File: src/rtl/mult_pkg.sv
// Shared definitions for the sequential shift-add multiplier: state encoding,
// default widths and the product width.
package mult_pkg;

    typedef enum logic [1:0] {
        IDLE = 2'd0,
        RUN  = 2'd1,
        DONE = 2'd2
    } mult_state_t;

    localparam int unsigned MULT_WIDTH  = 32;
    localparam int unsigned MULT_CNT_W  = 6;
    localparam int unsigned MULT_PROD_W = 2 * MULT_WIDTH;
    localparam int unsigned CLA_WIDTH   = 32;

endpackage

File: src/rtl/seq_mult_32_cla.sv
// Cla_32: 32-bit carry-lookahead adder built from eight 4-bit lookahead groups;
// G/P report the block-level generate/propagate of the whole word.
module Cla_32 (
    input  logic [31:0] x,
    input  logic [31:0] y,
    input  logic        c_in,
    output logic [31:0] sum,
    output logic        c32,
    output logic        G,
    output logic        P
);

    logic [31:0] g, p, c;
    logic [7:0]  gg, gp;
    logic [8:0]  gc;
    logic        g_acc;

    assign g = x & y;
    assign p = x ^ y;

    always_comb begin
        c     = '0;
        gg    = '0;
        gp    = '0;
        gc    = '0;
        g_acc = 1'b0;
        gc[0] = c_in;
        for (int unsigned k = 0; k < 8; k++) begin
            c[4*k]   = gc[k];
            c[4*k+1] = g[4*k] | (p[4*k] & gc[k]);
            c[4*k+2] = g[4*k+1] | (p[4*k+1] & g[4*k])
                     | (p[4*k+1] & p[4*k] & gc[k]);
            c[4*k+3] = g[4*k+2] | (p[4*k+2] & g[4*k+1])
                     | (p[4*k+2] & p[4*k+1] & g[4*k])
                     | (p[4*k+2] & p[4*k+1] & p[4*k] & gc[k]);
            gg[k]    = g[4*k+3] | (p[4*k+3] & g[4*k+2])
                     | (p[4*k+3] & p[4*k+2] & g[4*k+1])
                     | (p[4*k+3] & p[4*k+2] & p[4*k+1] & g[4*k]);
            gp[k]    = &p[4*k +: 4];
            gc[k+1]  = gg[k] | (gp[k] & gc[k]);
            g_acc    = gg[k] | (gp[k] & g_acc);
        end
    end

    assign sum = p ^ c;
    assign c32 = gc[8];
    assign G   = g_acc;
    assign P   = &p;

endmodule

File: src/rtl/seq_mult_32.sv
// Radix-2 shift-add multiplier (WIDTH x WIDTH -> 2*WIDTH) using one Cla_32 add per
// iteration. Define MULT_SIGNED_EN to add the signed_op two's-complement mode.
module seq_mult_32
    import mult_pkg::*;
#(
    parameter int unsigned WIDTH = MULT_WIDTH,
    parameter int unsigned CNT_W = MULT_CNT_W
) (
    input  logic               clk,
    input  logic               rst,
    input  logic               start,
    input  logic [WIDTH-1:0]   multiplicand,
    input  logic [WIDTH-1:0]   multiplier,
`ifdef MULT_SIGNED_EN
    input  logic               signed_op,
`endif
    output logic               busy,
    output logic               done,
    output logic [2*WIDTH-1:0] product
);

    if (WIDTH != CLA_WIDTH) begin : g_width_err
        $error("seq_mult_32: WIDTH must equal the Cla_32 adder width");
    end
    if ((64'd1 << CNT_W) <= 64'(WIDTH)) begin : g_cnt_err
        $error("seq_mult_32: CNT_W too narrow for WIDTH iterations");
    end

    mult_state_t      state, state_nx;
    logic [WIDTH-1:0] a, p_hi, q;
    logic [CNT_W-1:0] count;
    logic             last_iter;
    logic [WIDTH-1:0] adder_y, adder_sum;
    logic             adder_cin, adder_c32, top;
    logic             unused_g, unused_p;
`ifdef MULT_SIGNED_EN
    logic             sgn;
`endif

    assign last_iter = (count == CNT_W'(WIDTH - 1));

    // Signed mode sign-extends the partial sum to 33 bits and turns the final
    // (sign-weight) iteration into a subtract of the multiplicand.
    always_comb begin
        adder_y   = q[0] ? a : '0;
        adder_cin = 1'b0;
        top       = adder_c32;
`ifdef MULT_SIGNED_EN
        if (sgn) begin
            if (last_iter && q[0]) begin
                adder_y   = ~a;
                adder_cin = 1'b1;
            end
            top = p_hi[WIDTH-1] ^ adder_y[WIDTH-1] ^ adder_c32;
        end
`endif
    end

    Cla_32 u_cla (
        .x    (p_hi),
        .y    (adder_y),
        .c_in (adder_cin),
        .sum  (adder_sum),
        .c32  (adder_c32),
        .G    (unused_g),
        .P    (unused_p)
    );

    always_comb begin
        state_nx = state;
        case (state)
            IDLE:    if (start) state_nx = RUN;
            RUN:     if (last_iter) state_nx = DONE;
            DONE:    state_nx = IDLE;
            default: state_nx = IDLE;
        endcase
    end

    always_ff @(posedge clk) begin
        if (rst) begin
            state   <= IDLE;
            a       <= '0;
            p_hi    <= '0;
            q       <= '0;
            count   <= '0;
            product <= '0;
`ifdef MULT_SIGNED_EN
            sgn     <= 1'b0;
`endif
        end else begin
            state <= state_nx;
            case (state)
                IDLE: begin
                    if (start) begin
                        a     <= multiplicand;
                        q     <= multiplier;
                        p_hi  <= '0;
                        count <= '0;
`ifdef MULT_SIGNED_EN
                        sgn   <= signed_op;
`endif
                    end
                end
                RUN: begin
                    {p_hi, q} <= {top, adder_sum, q[WIDTH-1:1]};
                    count     <= count + 1'b1;
                    if (last_iter)
                        product <= {top, adder_sum, q[WIDTH-1:1]};
                end
                default: ;
            endcase
        end
    end

    assign busy = (state == RUN) || (state == DONE);
    assign done = (state == DONE);

endmodule

File: config.mk
export PLATFORM = sky130hd
export DESIGN_NAME = seq_mult_32
export DESIGN_NICKNAME = d
export VERILOG_FILES = /design/src/rtl/mult_pkg.sv /design/src/rtl/seq_mult_32_cla.sv /design/src/rtl/seq_mult_32.sv
export SDC_FILE = /design/constraint.sdc
export NUM_CORES = 1
export LEC_CHECK = 0
export BUFFER_PORTS_ARGS = -buffer_cell sky130_fd_sc_hd__buf_2
export CORE_ASPECT_RATIO = 2
export CORE_MARGIN = 8
export CORE_UTILIZATION = 53
export CTS_BUF_LIST = sky130_fd_sc_hd__clkbuf_2 sky130_fd_sc_hd__clkbuf_4 sky130_fd_sc_hd__clkbuf_8
export DETAILED_ROUTE_END_ITERATION = 8
export PLACE_DENSITY = 0.83
export SKIP_LAST_GASP = 1
export SLEW_MARGIN = 30
export SYNTH_ARGS = -nofsm -noshare
export SYNTH_HDL_FRONTEND = slang
export SYNTH_SLANG_ARGS = --single-unit
export TNS_END_PERCENT = 30
File: constraint.sdc
create_clock -name clk -period 2.9 [get_ports clk]
set_input_delay 0.145 -clock clk [delete_from_list [all_inputs] [get_ports clk]]
set_output_delay 0.145 -clock clk [all_outputs]
set_load 0.1 [all_outputs]
Word-level counts from Yosys, hierarchy flattened
Cells that the tools add are included.
{ "totals": {"register_bits": 168, "latch_bits": 0, "mem_bits_rw": 0, "mem_bits_ro": 0, "inputBits": 67, "mem_count": 0} }
{ "op_classes": {"n_addsub": 1, "mul": 0, "n_div": 0, "n_lt_le_gt_ge": 0, "n_eq_ne": 5, "n_shift": 0, "n_mux": 10, "bitwise": 193, "n_reduce_logical": 14} }
{ "ops": {"columns": ["cell", "n"], "rows": [
  ["$pmux 32 s2", 2],
  ["$and 1x1->1", 114],
  ["$mux 32", 3],
  ["$or 1x1->1", 76],
  ["$xor 32x32->32", 2],
  ["$and 32x32->32", 1],
  ["$reduce_and 4->1", 7],
  ["$pmux 6 s2", 1],
  ["$reduce_and 2->1", 4],
  ["$add 6x1->6 const B", 1],
  ["$eq 6x5->1 const B", 1],
  ["$mux 6", 1],
  ["$mux 2", 2],
  ["$ne 2x2->1 const B", 2],
  ["$pmux 2 s2", 1],
  ["$eq 2x1->1 const B", 1],
  ["$eq 2x2->1 const B", 1],
  ["$logic_not 2->1", 1],
  ["$reduce_bool 2->1", 1],
  ["$logic_or 1x1->1", 1]
]} }

Longest topological paths before layout
Gate-level depths: netlist (run 1).
{ "logic_depth": {"ltp_word": 22, "ltp_mapped": 15, "ltp_nobuf": 14} }

Hierarchy
A second synthesis (run 1) with hierarchy kept.
{ "unflattened": {"cells_unflattened": 934, "area_unflattened_um2": 7952.6} }
{ "modules_own_cells": {"columns": ["mod", "instances", "cells_per_inst", "area_per_inst_um2"], "rows": [
  ["seq_mult_32", 1, 752, 6422.4],
  ["Cla_32", 1, 182, 1530.2]
]} }

Worst setup path before layout (run 1)
OpenSTA, ideal clock, no wires.
{ "synth_path": {"kind": "register to register", "start": "register q[0]", "end": "register p_hi[11]", "setup_time_ps": 65, "arrival_ps": 2894, "t_required_ps": 2835, "slack_ps": -59, "path_stages_with_launch": 16, "synth_period_minus_slack_ps": 2959, "cell_sequence": "dfxtp_1 clkbuf_1 nand2_1 inv_1 ha_1 a211oi_1 o21bai_2 a21oi_1 o21bai_1 a21o_1 a21o_1 a21oi_1 fa_1 nor2_1 a21oi_1 nor2_1"} }
{ "synth_between": {"elab_chain_len": 12} }
{ "synth_rtl": {"columns": ["item", "line_no", "source"], "rows": [
  ["start: declaration", "seq_mult_32.sv:30", "logic [WIDTH-1:0] a, p_hi, q;"],
  ["start signal: assignment", "seq_mult_32.sv:96", "q <= multiplier;"],
  ["start signal: assignment", "seq_mult_32.sv:105", "{p_hi, q} <= {top, adder_sum, q[WIDTH-1:1]};"],
  ["$mux 32 (*)", "seq_mult_32.sv:45", "adder_y = q[0] ? a : '0;"],
  ["$xor 32x32->32 or $and 32x32->32 (tied branches)", "seq_mult_32_cla.sv:19, seq_mult_32_cla.sv:18", null],
  ["$and 1x1->1, on equally long branches", "seq_mult_32_cla.sv:36, seq_mult_32_cla.sv:37, seq_mult_32_cla.sv:38", null],
  ["$or 1x1->1 (tied with other cells)", "seq_mult_32_cla.sv:36", "gg[k] = g[4*k+3] | (p[4*k+3] & g[4*k+2])"],
  ["$or 1x1->1 or $and 1x1->1 (tied branches)", "seq_mult_32_cla.sv:37, seq_mult_32_cla.sv:38", null],
  ["$or 1x1->1", "seq_mult_32_cla.sv:38", "| (p[4*k+3] & p[4*k+2] & p[4*k+1] & g[4*k]);"],
  ["$and 1x1->1", "seq_mult_32_cla.sv:40", "gc[k+1] = gg[k] | (gp[k] & gc[k]);"],
  ["$or 1x1->1", "seq_mult_32_cla.sv:40", null],
  ["$and 1x1->1", "seq_mult_32_cla.sv:40", null],
  ["$or 1x1->1", "seq_mult_32_cla.sv:40", null],
  ["$xor 32x32->32 (*)", "seq_mult_32_cla.sv:45", "assign sum = p ^ c;"],
  ["$pmux 32 s2 (*)", "seq_mult_32.sv:92", "case (state)"],
  ["end signal: assignment", "seq_mult_32.sv:105", null],
  ["end: declaration", "seq_mult_32.sv:30", null]
]} }
Mark *: on every way between the ends. The rest lies on a longest branch, timed or not.
A chain may end at the register's enable or synchronous reset.

Final worst setup path (run 1)
{ "layout_path": {"start": "register q[0]", "end": "register product[44]"} }
{ "layout_between": {"elab_chain_len": 13} }
{ "layout_rtl": {"columns": ["item", "line_no", "source"], "rows": [
  ["$mux 32 (*)", "seq_mult_32.sv:45", null],
  ["$xor 32x32->32 or $and 32x32->32 (tied branches)", "seq_mult_32_cla.sv:19, seq_mult_32_cla.sv:18", null],
  ["$and 1x1->1, on equally long branches", "seq_mult_32_cla.sv:36, seq_mult_32_cla.sv:37, seq_mult_32_cla.sv:38", null],
  ["$or 1x1->1 (tied with other cells)", "seq_mult_32_cla.sv:36", null],
  ["$or 1x1->1 or $and 1x1->1 (tied branches)", "seq_mult_32_cla.sv:37, seq_mult_32_cla.sv:38", null],
  ["$or 1x1->1", "seq_mult_32_cla.sv:38", null],
  ["$and 1x1->1", "seq_mult_32_cla.sv:40", null],
  ["$or 1x1->1", "seq_mult_32_cla.sv:40", null],
  ["$and 1x1->1", "seq_mult_32_cla.sv:40", null],
  ["$or 1x1->1", "seq_mult_32_cla.sv:40", null],
  ["$and 1x1->1", "seq_mult_32_cla.sv:30", "c[4*k+1] = g[4*k] | (p[4*k] & gc[k]);"],
  ["$or 1x1->1", "seq_mult_32_cla.sv:30", null],
  ["$xor 32x32->32 (*)", "seq_mult_32_cla.sv:45", null],
  ["end signal: assignment", "seq_mult_32.sv:108", "product <= {top, adder_sum, q[WIDTH-1:1]};"],
  ["end: declaration", "seq_mult_32.sv:19", "output logic [2*WIDTH-1:0] product"]
]} }
Marked as above.

==> metrics.txt, run 1 <==
I/O Buffers=132; switching power share of the total=26.6%; PD cells=497 nW/um^2; Critical Path Source=q[0]$_SDFFE_PP0P_; clock transition at the registers of the reported paths=90 ps; final estimated routing congestion in global placement=0.900; Worst Setup Start Kind=register; number of synthesized flops with an enable pin=0; top library cells by usage in the layout, fill and taps aside=sky130_fd_sc_hd__nand2_1 (181), sky130_fd_sc_hd__dfxtp_1 (167), sky130_fd_sc_hd__buf_2 (131); unrepaired setup endpoints after global routing=yes; arrival time at the worst endpoint=3290 ps; H-tree Lvls=4; starting utilization of the core area=53.9%; logic depth of the worst register-to-register path=14; combined area of the multi-input logic cells=4250 sq um; final routed DRC violation total=0; number of primary I/O pins=133; die height=186 um; number of distinct library cell variants in the gate-level netlist after synthesis=47; initial antenna violation count=0; max cap viols=0; pin count of the biggest net entering global routing=68; clock share of power=37.7%; worst vdd rail ir drop=372 uV; hold violation count in the final report=0; Die Wd=101 um; total internal power=3.56 mW; total wire length=21500 um; last element of the critical path=product[44]$_SDFFE_PP0P_; final net count=1199; number of detailed-routing iterations run before antenna repair=5; TritonCTS clock tree=built; Max-Slew Margin vs Limit=53.8%; cell area after technology mapping=7690 sq um; crit path capture type=register; number of pins with negative max-slew slack in the final report=0; Layout Skew=14.6 ps; type of the worst setup path=reg -> reg; Data required, critical path=3290 ps; via count of the first global-routing pass=7509; placeable core area=14300 sq um; WL/cell=16.6 um; total global routing track utilization=22.6%; RR Startpoint=q[0]$_SDFFE_PP0P_; total clock buffers created by CTS=17; Primary FF master, synth=sky130_fd_sc_hd__dfxtp_1; ordered list of cells on the worst path=buf_12 -> and2_1 -> ha_1 -> nand2_1 -> o21ai_2 -> a21oi_2 -> o21bai_1 -> a21o_1 -> a21o_1 -> a21oi_2 -> fa_1 -> xnor2_1 -> nand2_1 -> a21oi_1; outcome=finished, final reports clean; number of nets still failing antenna checks after routing=0; layout cell share with drive strength beyond 1=23.3%; post-synthesis sequential area ratio=43.8%; Num Clock Sinks=168; remaining global-route overflow=0; die outline area=18800 sq um; layout-stage area growth over the synthesis result=26.7%; number of buffers between clock root and the deepest sink=2; register bit count reported by yosys=168; commonest non-fill, non-tap cell in the layout=sky130_fd_sc_hd__nand2_1; final cycle utilization of the critical path=100%; count of buffer and inverter cells on the critical path=1; Worst Tran Pin Value=694 ps; tightest hold margin=12.2 ps; fillers=1171; final core utilization=68.3%; kind of cell with the highest combined delay on the critical path=compound AO/OA/AOI/OAI gates; Max Fanout on Critical Path=18; number of DRC violations after detailed-routing iteration 0=340; standard-cell row count=62; Slowest-stage cell, CP=sky130_fd_sc_hd__fa_1; total setup violations reported at the end of the flow=0; syn_nets=1031; combinational share of power=11.5%; via count=7183; highest cell delay on the worst timing path=390 ps; leakage power of the design=4.10 nW; clock period minus worst slack=2900 ps; clock root cell=sky130_fd_sc_hd__clkbuf_8; clock latency of the later-clocked register in the worst-skew pair=470 ps; per-instance average area after synthesis=8.36 sq um; Highest Clock Rate=0.345 GHz; total stage count of the critical path=14; first-pass GRT wire length=34400 um; sequential standard cell area=3360 sq um; Net Switching=1.29 mW; Total Power Consumption=4.84 mW; slack of the worst reg-to-reg path=0.9 ps; via/cell ratio=5.56; number of diodes=0; Yosys warning total=0; proportion of synthesized flip-flops having asynchronous set or reset=0%; Detail Placement HPWL=14500 um; class of the tightest hold or removal check=in -> reg; critical register-to-register path endpoint=product[44]$_SDFFE_PP0P_; fraction of power consumed by sequential logic=50.8%; Post-Syn Instances=920
kinds of logic after synthesis:
logic type | after synthesis | share of synthesized area (%)
adders and majority gates | 44 | 7.94
xor gates and xnor gates | 22 | 2.51
and+or+nand+nor | 341 | 18.9
buffers and inverters | 83 | 4.13
AOI/OAI and AO/OA | 230 | 18.6
DFF | 168 | 43.8
muxes | 32 | 4.17
what timing repair did:
item,in CTS,in global routing
gates resized for setup,7,35
pin swaps,5,16
hold buffers,38,0
endpoints found under the setup margin,6,22
hold endpoints to repair,38,0
setup buffers,1,2
synth_stat cells (2+ instances only):
| master | number | area share (%) |
|---|---|---|
| sky130_fd_sc_hd__o21a_1 | 3 | 0.29 |
| sky130_fd_sc_hd__nand3_1 | 21 | 1.4 |
| sky130_fd_sc_hd__a311o_1 | 4 | 0.52 |
| sky130_fd_sc_hd__buf_1 | 3 | 0.15 |
| sky130_fd_sc_hd__dfxtp_1 | 168 | 44 |
| sky130_fd_sc_hd__mux2i_1 | 32 | 4.2 |
| sky130_fd_sc_hd__a32oi_1 | 3 | 0.34 |
| sky130_fd_sc_hd__or3_1 | 4 | 0.33 |
| sky130_fd_sc_hd__a22oi_1 | 17 | 1.7 |
| sky130_fd_sc_hd__xor2_1 | 9 | 1.0 |
| sky130_fd_sc_hd__ha_1 | 36 | 5.9 |
| sky130_fd_sc_hd__buf_2 | 5 | 0.33 |
| sky130_fd_sc_hd__nand4_1 | 6 | 0.49 |
| sky130_fd_sc_hd__fa_1 | 8 | 2.1 |
| sky130_fd_sc_hd__nor3_1 | 6 | 0.39 |
| sky130_fd_sc_hd__and3_1 | 2 | 0.16 |
| sky130_fd_sc_hd__clkbuf_1 | 52 | 2.5 |
| sky130_fd_sc_hd__o21ai_1 | 4 | 0.26 |
| sky130_fd_sc_hd__a211oi_1 | 42 | 4.1 |
| sky130_fd_sc_hd__a21o_1 | 12 | 1.2 |
| sky130_fd_sc_hd__a2111oi_0 | 2 | 0.23 |
| sky130_fd_sc_hd__a21oi_1 | 112 | 7.3 |
| sky130_fd_sc_hd__a31oi_1 | 2 | 0.16 |
| sky130_fd_sc_hd__nand2_1 | 185 | 9.0 |
| sky130_fd_sc_hd__xnor2_1 | 13 | 1.5 |
| sky130_fd_sc_hd__o21ai_0 | 18 | 1.2 |
| sky130_fd_sc_hd__and2_1 | 31 | 2.5 |
| sky130_fd_sc_hd__inv_1 | 23 | 1.1 |
| sky130_fd_sc_hd__nor2_1 | 78 | 3.8 |
| sky130_fd_sc_hd__nor2b_1 | 2 | 0.16 |
worst min-delay path by stage:
stage                     cells past startpoint  slack [ps]             start                 end
final                                         3          10    multiplier[31]  q[31]$_SDFFE_PP0P_
after global routing                          3          10    multiplier[31]  q[31]$_SDFFE_PP0P_
after CTS                                     3        0.08    multiplier[30]  q[30]$_SDFFE_PP0P_
after detailed placement                      3         390  multiplicand[27]  a[27]$_SDFFE_PP0P_
after global placement                        3         390  multiplicand[25]  a[25]$_SDFFE_PP0P_
after floorplan                               2         280   multiplicand[0]   a[0]$_SDFFE_PP0P_
power by group through the flow:
stage          logic [mW]  registers (mW)  clock network [mW]
2_1_floorplan       0.347            2.49                   0
3_3_place_gp        0.488            2.51                   0
3_5_place_dp        0.501            2.51                   0
4_1_cts             0.544            2.46                1.85
5_1_grt             0.615            2.47                1.94
6_report            0.558            2.46                1.83
flip-flops by register name, indices dropped and copies added (netlist names):
name	flops
a	32
state	2
p_hi	32
count	6
product	64
q	32
worst min-delay path: cells and delay by family:
family / cells / cell delay [ps]
AOI/OAI and AO/OA: 1 / 80
buffers and inverters: 1 / 90
muxes: 1 / 110
area by class of cell:
type / instances / area share, %
clock inverters: 12 / 1.70
multi-input cells: 669 / 43.6
clock buffers: 20 / 2.83
well taps: 192 / 2.47
flip-flops and latches: 168 / 34.5
inverters: 23 / 0.886
repair buffers: 209 / 14.0
per-stage QoR:
| step | TNS, ps | setup WS (ps) | instance area (sq um) | std cells |
|---|---|---|---|---|
| 2_1_floorplan | 0 | 40.4 | 7690 | 920 |
| 3_3_place_gp | 0 | 34.3 | 8680 | 1221 |
| 3_5_place_dp | -242 | -103 | 8680 | 1221 |
| 4_1_cts | -15.0 | -13.4 | 9550 | 1292 |
| 5_1_grt | -960 | -147 | 9740 | 1293 |
| 6_report | 0 | 0.900 | 9740 | 1293 |
layer usage:
layer  GRT usage (%)  wire, um  up-vias  part of all wire [%]
li1                -         -     3478                     -
met1            20.8      7730     3443                    36
met2            43.5     12000      204                    56
met3            4.51       982       58                   4.6
met4            12.4       768        0                   3.6
met5               0         0        -                     0
Power figures use the tool's default switching activity.
==> inputs of run 2 (changes only) <==
GPL_TIMING_DRIVEN = 0   (was not set)
==> run 2 against run 1 <==
The run now ends with negative setup slack left. Critical path type unchanged. Power fell by 2.7%. Critical path depth is the same. Worst setup slack got worse by 200 ps. Count of clock-buffer cells in the layout unchanged. Design area is 2.1% higher. Fmax down 6.4%. Utilization increased by 1.4 points. Largest power group unchanged. Worst hold slack better by 9.6 ps. Final cell count increased by 3.4%.
==> metrics.txt, run 2 (synthesized netlist as in run 1, its figures left out) <==
outcome=complete, but fails checks; violated checks=negative setup slack; remaining global-route overflow=0; worst vdd rail ir drop=350 uV; Highest Clock Rate=0.323 GHz; Net Switching=1.34 mW; Total Power Consumption=4.71 mW; fraction of power consumed by sequential logic=52.2%; PD cells=474 nW/um^2; destination of the worst hold path=q[19]$_SDFFE_PP0P_; count of cells along the worst hold path=3; worst setup slack after layout=-196 ps; RR Startpoint=q[0]$_SDFFE_PP0P_; number of diodes=0; TritonCTS clock tree=built; standard-cell row count=62; number of flip-flops under the largest register name=64; max cap viols=0; first-pass GRT wire length=38300 um; clock period minus worst slack=3100 ps; number of primary I/O pins=133; hold violation count in the final report=0; I/O Buffers=132; starting utilization of the core area=53.9%; number of pins with negative max-slew slack in the final report=0; register with the most flip-flops=product; Worst Tran Pin Value=755 ps; combinational share of power=13.0%; arrival time at the worst endpoint=3440 ps; Detail Placement HPWL=16700 um; leakage power of the design=4.07 nW; DP Cell Count=1244; total negative slack=-1810 ps; commonest non-fill, non-tap cell in the layout=sky130_fd_sc_hd__nand2_1; final cycle utilization of the critical path=107%; crit path capture type=register; total internal power=3.37 mW; post-placement setup slack=-613 ps; sequential standard cell area=3370 sq um; unrepaired setup endpoints after global routing=yes; Worst Setup Start Kind=register; switching power share of the total=28.4%; via count=7491; Num Clock Sinks=168; Layout Skew=18.3 ps; top library cells by usage in the layout, fill and taps aside=sky130_fd_sc_hd__nand2_1 (180), sky130_fd_sc_hd__dfxtp_1 (167), sky130_fd_sc_hd__buf_2 (137); Data required, critical path=3250 ps; final cell count without fillers=1337; placeable core area=14300 sq um; number of buffers between clock root and the deepest sink=2; type of the worst setup path=reg -> reg; via count of the first global-routing pass=7802; final routed DRC violation total=0; die outline area=18800 sq um; Max-Slew Margin vs Limit=49.6%; combined area of the multi-input logic cells=4360 sq um; clock root cell=sky130_fd_sc_hd__clkbuf_8; final estimated routing congestion in global placement=0.945; critical register-to-register path endpoint=p_hi[11]$_SDFFE_PP0P_; class of the tightest hold or removal check=in -> reg; total wire length=24200 um; H-tree Lvls=4; logic depth of the worst register-to-register path=14; number of detailed-routing iterations run before antenna repair=6; die height=186 um; pin count of the biggest net entering global routing=17; number of nets still failing antenna checks after routing=0; clock share of power=34.8%; total clock buffers created by CTS=17; fillers=1129; layout-stage area growth over the synthesis result=29.4%; final net count=1243; layout cell share with drive strength beyond 1=21.3%; Die Wd=101 um; total global routing track utilization=25.7%; WL/cell=18.1 um; clock transition at the registers of the reported paths=90 ps; total setup violations reported at the end of the flow=17; clock latency of the later-clocked register in the worst-skew pair=470 ps; Max Fanout on Critical Path=7; initial antenna violation count=0; number of DRC violations after detailed-routing iteration 0=386; worst min-delay path startpoint=multiplier[19]; slack of the worst reg-to-reg path=-200 ps; via/cell ratio=5.60
run 2: changes by cell type in the layout (fill, tap and decap cells not counted), sizes merged:
cell	change
clkbuf	+51
buf	-14
clkinvlp	+2
clkinv	+1
inv	-1
dlygate4sd3	+7
bufinv	-2
run 2: worst max path at each step:
stage	to	slack [ps]	cells after the start	startpoint
after floorplan	p_hi[11]$_SDFFE_PP0P_	40	15	q[0]$_SDFFE_PP0P_
after global placement	p_hi[15]$_SDFFE_PP0P_	-560	12	q[0]$_SDFFE_PP0P_
after detailed placement	p_hi[28]$_SDFFE_PP0P_	-610	13	q[0]$_SDFFE_PP0P_
after CTS	p_hi[27]$_SDFFE_PP0P_	-70	12	q[0]$_SDFFE_PP0P_
after global routing	p_hi[11]$_SDFFE_PP0P_	-320	14	q[0]$_SDFFE_PP0P_
final	p_hi[11]$_SDFFE_PP0P_	-200	14	q[0]$_SDFFE_PP0P_
run 2: layout make-up:
type | count | area share [%]
plain buffers | 60 | 2.76
clock buffers | 20 | 2.64
clock inverters | 12 | 1.21
inverters | 23 | 0.893
multi-input cells | 669 | 43.8
flip-flops and latches | 168 | 33.9
well taps | 192 | 2.42
repair buffers | 193 | 12.4
run 2: power by group through the flow:
stage | combinational (mW) | clock, mW | sequential [mW]
floorplan | 0.347 | 0 | 2.49
global placement | 0.500 | 0 | 2.50
detailed placement | 0.511 | 0 | 2.51
CTS | 0.584 | 1.66 | 2.46
global route | 0.666 | 1.73 | 2.47
finish | 0.613 | 1.64 | 2.46
run 2: routing by layer:
metal | global-route usage, % | up-vias | wire length [um]
li1 | - | 3577 | -
met1 | 23.8 | 3485 | 8130
met2 | 47.4 | 313 | 13000
met3 | 4.96 | 116 | 1320
met4 | 18.6 | 0 | 1780
met5 | 0 | - | 0
run 2: repair_timing:
action | CTS | global route
hold buffers | 45 | 0
setup buffers | 8 | 7
pin swaps | 19 | 22
endpoints found under the setup margin | 43 | 26
gates cloned | 0 | 1
resized for setup | 49 | 23
hold endpoints to repair | 45 | 0
run 2: through the flow:
stage               util, %  area (sq um)  hold WS, ps
global route           69.7          9950         19.8
detailed placement     60.2          8590          395
finish                 69.7          9950         21.8
floorplan                 -          7690          281
CTS                    68.4          9760         1.68
global placement       60.2          8590          386
run 2: worst max-delay path, stage by stage (launching register included):
cell and delay [ps]:
sky130_fd_sc_hd__dfxtp_4 400, sky130_fd_sc_hd__clkbuf_16 180, sky130_fd_sc_hd__and2_1 150, sky130_fd_sc_hd__ha_1 370, sky130_fd_sc_hd__nand2_1 120, sky130_fd_sc_hd__o21ai_2 240, sky130_fd_sc_hd__a21oi_2 60, sky130_fd_sc_hd__o21bai_1 210
sky130_fd_sc_hd__a21o_1 170, sky130_fd_sc_hd__a21o_1 200, sky130_fd_sc_hd__a21oi_2 90, sky130_fd_sc_hd__fa_1 530, sky130_fd_sc_hd__nor2_1 70, sky130_fd_sc_hd__a21oi_1 130, sky130_fd_sc_hd__nor2_1 60
==> inputs of run 3 (changes only) <==
ABC_AREA = 1   (was not set)
CORE_MARGIN = 3   (was 8)
==> run 3 against run 2 <==
The run still ends with negative setup slack left. Combinational power fell by 3.4%. Count of clock-buffer cells in the layout fell by 2. Synthesized cell count rose by 12%. Final cell count rose by 8.6%. Critical path depth rose by 9. Global-route usage rose by 2.7 points. Non-clock buffer count rose by 12. Worst hold slack improved by 40 ps. Synthesized area rose by 0.49%.
==> metrics.txt, run 3 <==
outcome=complete, but fails checks; violated checks=negative setup slack; number of pins with negative max-slew slack in the final report=0; critical register-to-register path endpoint=product[60]$_SDFFE_PP0P_; TritonCTS clock tree=built; Max-Slew Margin vs Limit=51.4%; Worst Setup Start Kind=register; arrival time at the worst endpoint=3300 ps; total setup violations reported at the end of the flow=2; final routed DRC violation total=0; Data required, critical path=3280 ps; combinational share of power=12.6%; via count=7838; H-tree Lvls=4; number of diodes=0; PD cells=476 nW/um^2; fraction of power consumed by sequential logic=52.3%; Max Fanout on Critical Path=7; Worst Tran Pin Value=729 ps; Net Switching=1.35 mW; Post-Syn Instances=1027; pin count of the biggest net entering global routing=17; slack of the worst reg-to-reg path=-20 ps; commonest non-fill, non-tap cell in the layout=sky130_fd_sc_hd__nand2_1; number of buffers between clock root and the deepest sink=2; clock root cell=sky130_fd_sc_hd__clkbuf_8; via count of the first global-routing pass=7897; total clock buffers created by CTS=17; top library cells by usage in the layout, fill and taps aside=sky130_fd_sc_hd__nand2_1 (250), sky130_fd_sc_hd__dfxtp_1 (167), sky130_fd_sc_hd__buf_2 (139); cell area after technology mapping=7720 sq um; final net count=1361; top post-synthesis cells by count=sky130_fd_sc_hd__nand2_1 (254), sky130_fd_sc_hd__dfxtp_1 (168), sky130_fd_sc_hd__o21ai_0 (94); worst min-delay path startpoint=multiplicand[2]; worst vdd rail ir drop=367 uV; number of flip-flops under the largest register name=64; clock period minus worst slack=2920 ps; clock latency of the later-clocked register in the worst-skew pair=450 ps; ordered list of cells on the worst path=clkbuf_16 -> nand2_4 -> inv_4 -> ha_4 -> or2_0 -> nand2_1 -> nand2_2 -> nand2_2 -> nand2_2 -> nand2_2 -> nand2_2 -> nand2_2 -> nand2_4 -> nand2_4 -> nand2_4 -> nand2_4 -> nand2_4 -> nand2_4 -> nand2_4 -> fa_2 -> xor2_2 -> nand2_1 -> a21oi_1; clock share of power=35.2%; WL/cell=15.8 um; final core utilization=70.2%; cell type contributing the most total cell area after synthesis=sky130_fd_sc_hd__dfxtp_1; Die Wd=91.4 um; total global routing track utilization=28.4%; number of distinct library cell variants in the gate-level netlist after synthesis=41; max cap viols=0; RR Startpoint=q[0]$_SDFFE_PP0P_; switching power share of the total=28.7%; Highest Clock Rate=0.343 GHz; leakage power of the design=4.65 nW; number of synthesized flops with an enable pin=0; Num Clock Sinks=168; die height=177 um; number of DRC violations after detailed-routing iteration 0=493; number of primary I/O pins=133; initial antenna violation count=0; Total Power Consumption=4.71 mW; die outline area=16100 sq um; proportion of synthesized flip-flops having asynchronous set or reset=0%; layout cell share with drive strength beyond 1=19.1%; standard-cell row count=61; Detail Placement HPWL=15800 um; count of cells along the worst hold path=3; number of nets still failing antenna checks after routing=0; unrepaired setup endpoints after global routing=yes; Top cell by count, worst path=sky130_fd_sc_hd__nand2_4; highest cell delay on the worst timing path=390 ps; tightest hold margin=62.1 ps; register bit count reported by yosys=168; kind of cell with the highest combined delay on the critical path=simple AND/OR/NAND/NOR gates; crit path capture type=register; Slowest-stage cell, CP=sky130_fd_sc_hd__dfxtp_4; placeable core area=14100 sq um; logic depth of the worst register-to-register path=23; number of detailed-routing iterations run before antenna repair=5; final estimated routing congestion in global placement=0.961; final cycle utilization of the critical path=101%; clock transition at the registers of the reported paths=100 ps; class of the tightest hold or removal check=in -> reg; type of the worst setup path=reg -> reg; total stage count of the critical path=23; Synth top area share=43.5%; worst setup slack after layout=-18.7 ps; count of buffer and inverter cells on the critical path=2; I/O Buffers=132; first-pass GRT wire length=36500 um; via/cell ratio=5.40; Layout Skew=16.6 ps; most repeated cell in the gate-level netlist after synthesis=sky130_fd_sc_hd__nand2_1; destination of the worst hold path=a[2]$_SDFFE_PP0P_; post-synthesis sequential area ratio=43.5%; total wire length=23000 um; per-instance average area after synthesis=7.52 sq um; syn_nets=1138; total internal power=3.36 mW; remaining global-route overflow=0; register with the most flip-flops=product; starting utilization of the core area=54.7%; hold violation count in the final report=0; Yosys warning total=0; largest cells by area after synthesis=sky130_fd_sc_hd__dfxtp_1 (44%), sky130_fd_sc_hd__nand2_1 (12%), sky130_fd_sc_hd__o21ai_0 (6.1%), sky130_fd_sc_hd__a21oi_1 (5.9%), sky130_fd_sc_hd__ha_1 (5.8%); layout-stage area growth over the synthesis result=28.3%; Primary FF master, synth=sky130_fd_sc_hd__dfxtp_1
run 3: cell count changes in the layout (fill, tap and decap cells not counted), moves of 10 or more:
cell and delta:
sky130_fd_sc_hd__o21ai_0 +78, sky130_fd_sc_hd__nand2_1 +70, sky130_fd_sc_hd__inv_1 +62, sky130_fd_sc_hd__a211oi_1 -40
sky130_fd_sc_hd__mux2i_1 -32, sky130_fd_sc_hd__a31oi_1 +31, sky130_fd_sc_hd__and2_1 -24, sky130_fd_sc_hd__a21oi_1 -19
sky130_fd_sc_hd__dlygate4sd3_1 +18, sky130_fd_sc_hd__a22oi_1 -16, sky130_fd_sc_hd__nor2_1 +12, sky130_fd_sc_hd__a21o_1 -11
sky130_fd_sc_hd__nand2_2 +10
run 3: logic make-up after synthesis:
logic type               Yosys count  share of synthesized area [%]
buffers and inverters            149                           7.43
flip-flops                       168                           43.5
AND/OR/NAND/NOR                  396                           21.1
adder cells (fa/ha/maj)           44                           7.90
AO/OA/AOI/OAI                    248                           17.5
XOR/XNOR                          22                           2.49
run 3: area by class of cell:
| type | count | area, sq um |
|---|---|---|
| multi-input combinational | 710 | 3950 |
| fill | 1079 | 4210 |
| clock buffer | 18 | 248 |
| sequential | 168 | 3370 |
| tap | 189 | 236 |
| inverter | 88 | 335 |
| clock inverter | 14 | 138 |
| buffer | 60 | 274 |
| timing repair buffer | 205 | 1370 |
run 3: how the worst max path moves through the flow:
stage                       from                        to  slack [ps]
2_1_floorplan  q[0]$_SDFFE_PP0P_  product[60]$_SDFFE_PP0P_          20
3_3_place_gp   q[0]$_SDFFE_PP0P_  product[60]$_SDFFE_PP0P_        -590
3_5_place_dp   q[0]$_SDFFE_PP0P_  product[60]$_SDFFE_PP0P_        -650
4_1_cts        q[0]$_SDFFE_PP0P_  product[60]$_SDFFE_PP0P_          -4
5_1_grt        q[0]$_SDFFE_PP0P_  product[60]$_SDFFE_PP0P_        -140
6_report       q[0]$_SDFFE_PP0P_  product[60]$_SDFFE_PP0P_         -20
run 3: through the flow:
| step | TNS (ps) | cell area [sq um] | cells | setup WS [ps] |
|---|---|---|---|---|
| after floorplan | 0 | 7730 | 1027 | 22.6 |
| after global placement | -7510 | 8620 | 1348 | -593 |
| after detailed placement | -8170 | 8620 | 1348 | -647 |
| after CTS | -3.99 | 9770 | 1445 | -3.99 |
| after global routing | -970 | 9910 | 1452 | -140 |
| final | -29.8 | 9910 | 1452 | -18.7 |
run 3: timing repair:
| item | CTS | global route |
|---|---|---|
| gates cloned | 0 | 0 |
| hold buffers | 63 | 0 |
| pin swaps | 3 | 16 |
| setup endpoints to repair | 39 | 14 |
| endpoints found under the hold margin | 63 | 0 |
| setup buffers | 3 | 7 |
| gates resized for setup | 19 | 20 |
run 3: layer usage:
metal / part of all wire [%] / up-vias / GRT usage [%]
met2: 54 / 371 / 53.9
met3: 6.4 / 115 / 4.89
li1: - / 3769 / -
met4: 5.8 / 0 / 17.6
met1: 34 / 3583 / 27.8
met5: 0 / - / 0
run 3: power by group through the flow:
| stage | Combinational [mW] | Sequential [mW] | Clock (mW) |
|---|---|---|---|
| after floorplan | 0.323 | 2.49 | 0 |
| after global placement | 0.477 | 2.51 | 0 |
| after detailed placement | 0.486 | 2.51 | 0 |
| after CTS | 0.567 | 2.46 | 1.66 |
| after global routing | 0.653 | 2.47 | 1.75 |
| final | 0.592 | 2.46 | 1.66 |
run 3: tightest hold or removal path, delay by kind of cell:
kind	cells	cell delay (ps)
AOI/OAI and AO/OA	1	130
buffers and inverters	1	80
and+or+nand+nor	1	110
